===== config.mk =====
export PLATFORM = sky130hd
export DESIGN_NAME = dsp48a1_mac_sequencer
export DESIGN_NICKNAME = d
export VERILOG_FILES = /design/src/rtl/dsp48a1_mac_sequencer.sv
export SDC_FILE = /design/constraint.sdc
export NUM_CORES = 1
export LEC_CHECK = 0
export BUFFER_PORTS_ARGS = -buffer_cell sky130_fd_sc_hd__clkbuf_2
export CAP_MARGIN = 25
export CORE_MARGIN = 10
export CORE_UTILIZATION = 43
export CTS_CLUSTER_SIZE = 20
export DETAILED_ROUTE_END_ITERATION = 6
export PLACE_DENSITY = 0.75
export SYNTH_ARGS = -nofsm -noshare
export SYNTH_HDL_FRONTEND = slang
export SYNTH_SLANG_ARGS = --single-unit

===== constraint.sdc =====
create_clock -name CLK -period 1.9 [get_ports CLK]
set_input_delay 0.095 -clock CLK [delete_from_list [all_inputs] [get_ports CLK]]
set_output_delay 0.095 -clock CLK [all_outputs]
set_load 0.01 [all_outputs]

===== src/rtl/dsp48a1_mac_sequencer.sv =====
`timescale 1ns/1ps
// dsp48a1_mac_sequencer
// Drives a single DSP48A1 slice as a signed multiply-accumulate engine:
// takes a job (START, LEN), streams LEN operand pairs into the slice,
// waits out the slice and opcode pipelines, then returns the 48-bit P.
module dsp48a1_mac_sequencer #(
    parameter int unsigned LEN_W    = 10,
    parameter int unsigned PIPE_LAT = 4,
    parameter int unsigned OPM_DLY  = 2
) (
    input  logic             CLK,
    input  logic             RST_N,
    input  logic             START,
    input  logic [LEN_W-1:0] LEN,
    output logic             BUSY,
    input  logic             IN_VALID,
    output logic             IN_READY,
    input  logic [17:0]      IN_A,
    input  logic [17:0]      IN_B,
    output logic [17:0]      DSP_A,
    output logic [17:0]      DSP_B,
    output logic [7:0]       DSP_OPMODE,
    output logic             DSP_CE,
    output logic             DSP_RST,
    input  logic [47:0]      DSP_P,
    input  logic             DSP_CARRYOUT,
    output logic             RES_VALID,
    input  logic             RES_READY,
    output logic [47:0]      RES_DATA,
    output logic             RES_CARRY
);

    localparam int unsigned OPD_W   = 18;
    localparam int unsigned P_W     = 48;
    localparam int unsigned OPM_W   = 8;
    // Cycles from the last operand pair until P is guaranteed settled.
    localparam int unsigned DRAIN_N = PIPE_LAT + OPM_DLY;
    localparam int unsigned DCNT_W  = $clog2(DRAIN_N + 2);

    localparam logic [1:0] S_IDLE  = 2'd0;
    localparam logic [1:0] S_RUN   = 2'd1;
    localparam logic [1:0] S_DRAIN = 2'd2;
    localparam logic [1:0] S_DONE  = 2'd3;

    // X/Z multiplexer codes for the post-adder.
    localparam logic [OPM_W-1:0] OPM_ZERO  = 8'b0000_0000;
    localparam logic [OPM_W-1:0] OPM_FIRST = 8'b0000_0001;
    localparam logic [OPM_W-1:0] OPM_ACC   = 8'b0000_1001;
    localparam logic [OPM_W-1:0] OPM_HOLD  = 8'b0000_1000;

    logic [1:0]             state;
    logic [1:0]             state_n;
    logic [LEN_W-1:0]       len_q;
    logic [LEN_W-1:0]       count;
    logic [DCNT_W-1:0]      dcnt;
    logic [OPM_DLY:0][OPM_W-1:0] opm_pipe;

    logic                   start_run_c;
    logic                   start_zero_c;
    logic                   accept_c;
    logic                   last_c;
    logic                   in_job_c;
    logic                   drain_done_c;
    logic                   handshake_c;
    logic [OPM_W-1:0]       opm_c;

    // State register.
    always_ff @(posedge CLK or negedge RST_N) begin
        if (!RST_N) begin
            state <= S_IDLE;
        end else begin
            state <= state_n;
        end
    end

    // Next-state and per-cycle decode, including the opcode for this cycle's operands.
    always_comb begin
        state_n      = state;
        start_run_c  = 1'b0;
        start_zero_c = 1'b0;
        accept_c     = 1'b0;
        last_c       = 1'b0;
        in_job_c     = 1'b0;
        drain_done_c = 1'b0;
        handshake_c  = 1'b0;
        opm_c        = OPM_HOLD;
        case (state)
            S_IDLE: begin
                opm_c = OPM_ZERO;
                if (START) begin
                    if (LEN == '0) begin
                        start_zero_c = 1'b1;
                        state_n      = S_DONE;
                    end else begin
                        start_run_c = 1'b1;
                        state_n     = S_RUN;
                    end
                end
            end
            S_RUN: begin
                in_job_c = 1'b1;
                accept_c = IN_VALID && IN_READY;
                last_c   = accept_c && (count == len_q - LEN_W'(1));
                if (accept_c) begin
                    opm_c = (count == '0) ? OPM_FIRST : OPM_ACC;
                end else begin
                    opm_c = (count == '0) ? OPM_ZERO : OPM_HOLD;
                end
                if (last_c) begin
                    state_n = S_DRAIN;
                end
            end
            S_DRAIN: begin
                in_job_c     = 1'b1;
                drain_done_c = (dcnt == '0);
                if (drain_done_c) begin
                    state_n = S_DONE;
                end
            end
            S_DONE: begin
                handshake_c = RES_READY;
                if (handshake_c) begin
                    state_n = S_IDLE;
                end
            end
            default: begin
                state_n = S_IDLE;
            end
        endcase
    end

    // Job control: busy flag, input ready, slice enable/reset, counters.
    always_ff @(posedge CLK or negedge RST_N) begin
        if (!RST_N) begin
            BUSY     <= 1'b0;
            IN_READY <= 1'b0;
            DSP_CE   <= 1'b0;
            DSP_RST  <= 1'b1;
            len_q    <= '0;
            count    <= '0;
            dcnt     <= '0;
        end else begin
            DSP_RST <= 1'b0;
            if (start_run_c) begin
                BUSY     <= 1'b1;
                IN_READY <= 1'b1;
                DSP_CE   <= 1'b1;
                len_q    <= LEN;
                count    <= '0;
            end
            if (start_zero_c) begin
                BUSY <= 1'b1;
            end
            if (accept_c) begin
                count <= count + LEN_W'(1);
            end
            if (last_c) begin
                IN_READY <= 1'b0;
                dcnt     <= DCNT_W'(DRAIN_N);
            end else if ((state == S_DRAIN) && (dcnt != '0)) begin
                dcnt <= dcnt - DCNT_W'(1);
            end
            if (handshake_c) begin
                BUSY   <= 1'b0;
                DSP_CE <= 1'b0;
            end
        end
    end

    // Operand issue; the opcode trails its operands by OPM_DLY cycles.
    always_ff @(posedge CLK or negedge RST_N) begin
        if (!RST_N) begin
            DSP_A    <= '0;
            DSP_B    <= '0;
            opm_pipe <= '0;
        end else begin
            DSP_A       <= accept_c ? IN_A : OPD_W'(0);
            DSP_B       <= accept_c ? IN_B : OPD_W'(0);
            opm_pipe[0] <= opm_c;
            for (int unsigned i = 1; i <= OPM_DLY; i++) begin
                opm_pipe[i] <= opm_pipe[i-1];
            end
        end
    end

    assign DSP_OPMODE = opm_pipe[OPM_DLY];

    // Result capture, sticky carry and result handshake.
    always_ff @(posedge CLK or negedge RST_N) begin
        if (!RST_N) begin
            RES_VALID <= 1'b0;
            RES_DATA  <= '0;
            RES_CARRY <= 1'b0;
        end else begin
            if (start_run_c || start_zero_c) begin
                RES_CARRY <= 1'b0;
            end else if (in_job_c) begin
                RES_CARRY <= RES_CARRY | DSP_CARRYOUT;
            end
            if (start_zero_c) begin
                RES_DATA  <= P_W'(0);
                RES_VALID <= 1'b1;
            end
            if (drain_done_c) begin
                RES_DATA  <= DSP_P;
                RES_VALID <= 1'b1;
            end
            if (handshake_c) begin
                RES_VALID <= 1'b0;
            end
        end
    end

endmodule


==> parameters.txt, run 1 <==
Parameter                              Value

Global routing
  Pin count of the biggest net entering global routing    53
  First-pass GRT wire length    26020 µm
  Number of antenna violations at the first check in global routing    1
  Remaining global-route overflow    0
  All-layer global routing usage    between 20% and 30%
  Number of global-route vias before repair    ~4900

Floorplan
  Number of top-level pins    just under 200
  Starting utilization of the core area    about 44%
  Die boundary height    approximately 130 µm
  Std cell rows    38
  Placeable core region    around 11000 µm²
  Die ar.    between 15000 and 20000 µm²
  Overall die width    approximately 130 µm

Synth
  Most used DFF post-synth    sky130_fd_sc_hd__dfrtp_1
  Synthesized cell area    between 4000 and 5000 µm²
  Number of enable flip-flop cells after synthesis    0
  Sequential cell area fraction in the yosys report    slightly above 60%
  Ys Warns    0
  Async SR Flop Fraction    100.0%
  Post-Syn Instances    between 300 and 400
  Flip-flop and latch count after synthesis    121
  Count of different cell masters after synthesis    41
  Avg Inst Size Synth    about 12 µm²

Finish
  Layout cells sized above 1    between 30% and 40%
  Area delta synth->final    62.49%
  Leading cell type in the layout, fill and taps excluded    sky130_fd_sc_hd__clkbuf_2
  Post-layout net count    slightly above 800
  Most frequent cells in the layout    sky130_fd_sc_hd__clkbuf_2 (190), sky130_fd_sc_hd__dfrtp_1 (120), sky130_fd_sc_hd__dlygate4sd3_1 (97)

Placement
  Buffers added on ports    ~190
  Setup WS pre-CTS    -0.2010 ns
  Routability congestion estimate from global placement    0.8720
  DP HPWL    about 10000 µm

Worst setup path
  Worst endpoint required time    about 2.2 ns
  Critical Setup Path Class    reg2reg
  Crit path max fanout    3
  Worst Path Arrival    ~2.4 ns
  CP startpoint kind    flip-flop
  Nature of the critical path endpoint    flip-flop

Outcome
  Violated checks    setup timing
  Outcome    finished, violations left

Drt
  Detailed Route WL    15920 µm
  Antenna-violating nets left    0
  Detail-routed net length per standard cell    around 18 µm
  Number of vias per cell    between 5 and 6
  Number of vias after detailed routing    around 4300
  Residual DRC    0
  Routed wire length on met2    8406 µm
  1st-iter DRT viols    318
  DR pass1 iterations    4
  Metal3 WL    1284 µm
  Met1 wire length    between 5000 and 6000 µm
  Top layer used by detailed routing    met4

STA
  Max-slew violation count    0
  Setup repair after global routing missed its margin    yes
  Worst hold slack    between 0.07 and 0.08 ns
  Total of endpoints with negative setup slack in the final report    6
  Slack of the critical path    -0.1830 ns
  Number of endpoints with negative hold slack in the final report    0
  Crit share post-route    109.6%
  Worst clock skew    ~0.008 ns
  Setup tns final    -0.7532 ns
  Maximum clock frequency    between 400 and 500 MHz
  Min cycle time layout    between 2 and 2.5 ns

Clock network
  Clock root cell    sky130_fd_sc_hd__clkbuf_16
  CTS tree    built
  Num CTS Buffers    17
  H-tree depth    4
  Maximum root-to-sink buffer count    2
  Clk sinks    around 120
  Clk slew on worst S/H paths    about 0.06 ns
  Clock latency on the worst-skew pair    around 0.4 ns

Job
  Number of maximum-capacitance violations    0

Power and ir drop
  Power density normalized to cell area    1433 nW/µm²
  Leakage component of the power    4.068 nW
  VDD IR-drop max    between 0.6 and 0.7 mV
  Final total power    roughly 0.011 W

Worst hold path
  Type of the most critical hold path    in2reg
==> layer usage <==
metal  track usage [%]  vias up
met3             8.347       45
li1                  -     1999
met1             20.88     2105
met5                 0        -
met4             9.712        0
met2             35.18      185
==> synthesized netlist by cell type (2+ instances only) <==
cell type                    n  share of area (%)
sky130_fd_sc_hd__mux2_2      6                1.4
sky130_fd_sc_hd__ha_1        9                2.3
sky130_fd_sc_hd__inv_1      13                1.0
sky130_fd_sc_hd__mux2i_1     5                1.0
sky130_fd_sc_hd__nand3_1     6               0.62
sky130_fd_sc_hd__and3_1      3               0.39
sky130_fd_sc_hd__dfrtp_1   120                 62
sky130_fd_sc_hd__and2_1     37                4.8
sky130_fd_sc_hd__o31ai_1     2               0.31
sky130_fd_sc_hd__buf_1       2               0.15
sky130_fd_sc_hd__buf_4      11                1.7
sky130_fd_sc_hd__or4_1       3               0.46
sky130_fd_sc_hd__nand4_1     2               0.26
sky130_fd_sc_hd__buf_2       2               0.21
sky130_fd_sc_hd__xnor2_1    13                2.3
sky130_fd_sc_hd__nor2_1     17                1.3
sky130_fd_sc_hd__nor3_1      4               0.41
sky130_fd_sc_hd__nand2b_1    4               0.52
sky130_fd_sc_hd__clkbuf_1   12               0.93
sky130_fd_sc_hd__nor2b_1     2               0.26
sky130_fd_sc_hd__o21ai_0    15                1.5
sky130_fd_sc_hd__o211ai_1    2               0.31
sky130_fd_sc_hd__nor4_1      5               0.64
sky130_fd_sc_hd__a21oi_1     8               0.82
sky130_fd_sc_hd__a31oi_1     3               0.39
sky130_fd_sc_hd__nand2_1    17                1.3
sky130_fd_sc_hd__xor2_1      5               0.90
sky130_fd_sc_hd__a22o_1     50                9.0
==> path summary, 6_finish.rpt <==
path,start,endpoint,slack [ns],cells after the start
min reg2reg,opm_pipe[8]$_DFF_PN0_,DSP_OPMODE[0]$_DFF_PN0_,0.34,0
max in group asynchronous,RST_N,DSP_RST$_DFF_PN1_,1.10,3
max,len_q[1]$_DFFE_PN0P_,dcnt[1]$_DFFE_PN0P_,-0.18,7
max reg2reg,len_q[1]$_DFFE_PN0P_,dcnt[1]$_DFFE_PN0P_,-0.18,7
min in group asynchronous,RST_N,DSP_A[8]$_DFF_PN0_,0.19,2
min,START,RES_CARRY$_DFFE_PN0P_,0.07,3
==> state kept, by name, summed over array words and instances, names as in the netlist <==
| signal | flops |
|---|---|
| RES_DATA | 48 |
| DSP_A | 18 |
| DSP_B | 18 |
| count | 10 |
| len_q | 10 |
| opm_pipe | 4 |
| dcnt | 3 |
| DSP_OPMODE | 2 |
| state | 2 |
| BUSY | 1 |
| DSP_CE | 1 |
| DSP_RST | 1 |
| IN_READY | 1 |
| RES_CARRY | 1 |
| RES_VALID | 1 |
==> cell type report <==
type | instances | area, µm²
Clock inverter | 14 | 196.4
Timing Repair Buffer | 321 | 2235
Fill cell | 741 | 3043
Sequential cell | 121 | 3029
Multi-Input combinational cell | 235 | 1763
Inverter | 14 | 52.55
Clock buffer | 18 | 439.2
Antenna cell | 1 | 2.502
Tap cell | 140 | 175.2
==> where the power goes <==
| part | leakage [nW] | internal, W | switching (W) |
|---|---|---|---|
| combinational | 2.20 | 0.00195 | 0.00198 |
| clock | 0.303 | 0.00224 | 0.00119 |
| sequential | 1.57 | 0.00339 | 0.000562 |
==> critical path: stages, from the launching register on <==
cell	delay, ns
sky130_fd_sc_hd__dfrtp_1	0.40
sky130_fd_sc_hd__buf_6	0.13
sky130_fd_sc_hd__nor4_4	0.32
sky130_fd_sc_hd__nor2b_2	0.21
sky130_fd_sc_hd__xnor2_1	0.16
sky130_fd_sc_hd__nand3_2	0.15
sky130_fd_sc_hd__or4_4	0.52
sky130_fd_sc_hd__o211ai_1	0.10
==> metrics by stage <==
step,utilization (%),cell area (µm²),cells
finish,72.17,7893,864
global route,72.17,7893,864
CTS,71.83,7855,863
detailed placement,56.29,6156,727
global placement,56.29,6156,727
floorplan,-,4907,397
==> what timing repair did <==
action / in CTS / in global routing
setup endpoints to repair: 6 / 61
resized for setup: 8 / 8
pin swaps: 10 / 1
buffers inserted: 7 / 0
hold buffers: 97 / 0
hold endpoints to repair: 204 / 0
==> kinds of logic after synthesis <==
logic type	share of synthesized area (%)
other cells	0.07721
fa+ha+maj	2.318
compound gates	13.42
buf+inv	4.070
mux	2.421
xor+xnor	3.246
flops	62.36
simple gates	12.08
No activity file was read; power rests on OpenSTA's default activity.
==> inputs of run 2 (changes only) <==
Settings changed: GPL_TIMING_DRIVEN from default to 0.
==> parameters.txt, run 2 (same netlist as run 1, synthesis figures left out) <==
Parameter                              Value

Floorplan
  Die ar.    15950 µm² (unchanged)
  Die boundary height    126.3 µm (unchanged)
  Placeable core region    10940 µm² (unchanged)
  Starting utilization of the core area    44.42% (unchanged)
  Overall die width    126.3 µm (unchanged)
  Number of top-level pins    198 (unchanged)
  Std cell rows    38 (unchanged)

Drt
  Detail-routed net length per standard cell    17.82 µm (was 18.42 µm)
  DR pass1 iterations    5 (was 4)
  Number of vias after detailed routing    4270 (was 4334)
  1st-iter DRT viols    223 (was 318)
  Antenna-violating nets left    0 (unchanged)
  Residual DRC    0 (unchanged)
  Detailed Route WL    15560 µm (was 15920 µm)
  Number of vias per cell    4.891 (was 5.016)

Clock network
  H-tree depth    4 (unchanged)
  Maximum root-to-sink buffer count    2 (unchanged)
  Clock latency on the worst-skew pair    0.41 ns (was 0.40 ns)
  Clk slew on worst S/H paths    0.05 ns (was 0.06 ns)
  CTS tree    built (unchanged)
  Clk sinks    121 (unchanged)
  Clock root cell    sky130_fd_sc_hd__clkbuf_16 (unchanged)
  Num CTS Buffers    17 (unchanged)

Finish
  Max FFs per register    48 (unchanged)
  Area delta synth->final    61.51% (was 62.49%)
  Most flops, register    RES_DATA (unchanged)
  Number of cells in the finished layout apart from fillers    873 (was 864)
  Layout cells sized above 1    39.81% (was 39.14%)
  Leading cell type in the layout, fill and taps excluded    sky130_fd_sc_hd__clkbuf_2 (unchanged)
  Post-layout util    71.74% (was 72.17%)
  Biggest regs    RES_DATA x48, DSP_A x18, DSP_B x18 (unchanged)
  Most frequent cells in the layout    sky130_fd_sc_hd__clkbuf_2 (194), sky130_fd_sc_hd__dfrtp_1 (119), sky130_fd_sc_hd__dlygate4sd3_1 (97) (was sky130_fd_sc_hd__clkbuf_2 (190), sky130_fd_sc_hd__dfrtp_1 (120), sky130_fd_sc_hd__dlygate4sd3_1 (97))
  Post-layout net count    827 (was 819)

Worst setup path
  Worst endpoint required time    2.21 ns (was 2.22 ns)
  Nature of the critical path endpoint    flip-flop (unchanged)
  Crit path max fanout    3 (unchanged)
  CP startpoint kind    flip-flop (unchanged)
  Critical Setup Path Class    reg2reg (unchanged)
  Worst Path Arrival    2.45 ns (was 2.40 ns)
  R2R setup slack    -0.24 ns (was -0.18 ns)
  Worst setup startpoint    len_q[0]$_DFFE_PN0P_ (was len_q[1]$_DFFE_PN0P_)
  Critical R2R Launch    len_q[0]$_DFFE_PN0P_ (was len_q[1]$_DFFE_PN0P_)
  Capture point of the worst reg-to-reg path    dcnt[1]$_DFFE_PN0P_ (unchanged)
  R2r worst-path depth    9 (was 7)

Global routing
  Number of global-route vias before repair    4766 (was 4934)
  All-layer global routing usage    19.47% (was 20.31%)
  Number of antenna violations at the first check in global routing    2 (was 1)
  First-pass GRT wire length    24980 µm (was 26020 µm)
  Pin count of the biggest net entering global routing    122 (was 53)
  Remaining global-route overflow    0 (unchanged)

STA
  Max-slew violation count    0 (unchanged)
  Slack of the critical path    -0.2410 ns (was -0.1830 ns)
  Setup repair after global routing missed its margin    yes (unchanged)
  Slew at the pin closest to its max-slew limit    between 0.9 and 1 ns
  Worst clock skew    0.008817 ns (was 0.007807 ns)
  Crit share post-route    112.7% (was 109.6%)
  Setup tns final    -0.6793 ns (was -0.7532 ns)
  Total of endpoints with negative setup slack in the final report    4 (was 6)
  Number of endpoints with negative hold slack in the final report    0 (unchanged)
  Maximum clock frequency    467.1 MHz (was 480.1 MHz)
  Min cycle time layout    2.141 ns (was 2.083 ns)
  Worst slew slack as a fraction of its limit    around a third

Power and ir drop
  Power density normalized to cell area    1386 nW/µm² (was 1433 nW/µm²)
  VDD IR-drop max    0.8825 mV (was 0.6922 mV)
  Leakage component of the power    4.046 nW (was 4.068 nW)

Worst hold path
  Hold worst-path end    RES_CARRY$_DFFE_PN0P_ (unchanged)
  Hold Path Origin    START (unchanged)
  Worst Hold Path Cells    3 (unchanged)
  Type of the most critical hold path    in2reg (unchanged)

Placement
  Number of cells after detailed placement    728 (was 727)
  Buffers added on ports    191 (unchanged)
  DP HPWL    9723 µm (was 10100 µm)
  Routability congestion estimate from global placement    0.8095 (was 0.8720)

Job
  Number of maximum-capacitance violations    0 (unchanged)

Outcome
  Violated checks    setup timing (unchanged)
  Outcome    finished, violations left (unchanged)
-- run 2: cell types whose count changed in the layout (fill, tap and decap cells not counted), sizes merged --
cell	previous run	this run
clkbuf	208	228
buf	34	29
bufinv	4	1
clkinvlp	3	1
inv	15	13
diode	1	2
-- run 2: worst max-delay path, cell delays in order, from the launching register on --
cell and delay, ns:
sky130_fd_sc_hd__dfrtp_2 0.40, sky130_fd_sc_hd__inv_2 0.07, sky130_fd_sc_hd__ha_4 0.16, sky130_fd_sc_hd__nor3b_4 0.16
sky130_fd_sc_hd__buf_4 0.15, sky130_fd_sc_hd__a221oi_2 0.23, sky130_fd_sc_hd__a31oi_1 0.07, sky130_fd_sc_hd__o21a_2 0.26
sky130_fd_sc_hd__or4_4 0.45, sky130_fd_sc_hd__o211ai_1 0.11
-- run 2: metrics by stage --
stage / cell area (µm²) / power [W] / setup WS (ns) / hold WS (ns)
final: 7845 / 0.01087 / -0.2410 / 0.04976
after detailed placement: 6047 / 0.007191 / -0.4478 / 0.3035
after floorplan: 4907 / 0.005905 / -0.06732 / -0.2006
after CTS: 7749 / 0.01072 / -0.1448 / 0.06265
after global routing: 7845 / 0.01151 / -0.2911 / 0.04292
after global placement: 6038 / 0.007055 / -0.9645 / 0.3005
-- run 2: how the worst max path moves through the flow --
| stage | to | cells after the start | slack, ns |
|---|---|---|---|
| global placement | RES_DATA[17]$_DFFE_PN0P_ | 1 | -0.96 |
| CTS | dcnt[1]$_DFFE_PN0P_ | 8 | -0.14 |
| detailed placement | count[4]$_DFFE_PN0P_ | 8 | -0.45 |
| global route | dcnt[1]$_DFFE_PN0P_ | 9 | -0.29 |
| finish | dcnt[1]$_DFFE_PN0P_ | 9 | -0.24 |
| floorplan | dcnt[1]$_DFFE_PN0P_ | 8 | -0.07 |
-- run 2: report_power, final --
part | total [W] | switching (W) | internal, W
combinational | 0.00392 | 0.00198 | 0.00194
sequential | 0.00393 | 0.000543 | 0.00339
clock | 0.00302 | 0.00109 | 0.00193
total | 0.0109 | 0.00361 | 0.00726
-- run 2: area by class of cell --
class / instances / area, µm²
Timing Repair Buffer: 303 / 2068
Antenna cell: 2 / 5.005
Clock buffer: 25 / 495.5
Clock inverter: 7 / 66.31
Buffer: 26 / 155.1
Fill cell: 749 / 3090
Sequential cell: 121 / 3030
Multi-Input combinational cell: 235 / 1792
Tap cell: 140 / 175.2
Inverter: 14 / 57.56
-- run 2: routing by layer --
metal / part of all wire (%) / global-route usage [%]
met5: 0 / 0
met4: 2.6 / 8.573
met3: 9.1 / 9.438
met2: 51 / 32.95
met1: 37 / 20.09
-- run 2: repair_timing --
| item | in CTS | in global routing |
|---|---|---|
| hold buffers | 97 | 0 |
| endpoints found under the hold margin | 218 | 0 |
| pin swaps | 10 | 7 |
| gates resized for setup | 25 | 18 |
| buffers inserted | 9 | 6 |
| setup endpoints to repair | 112 | 54 |
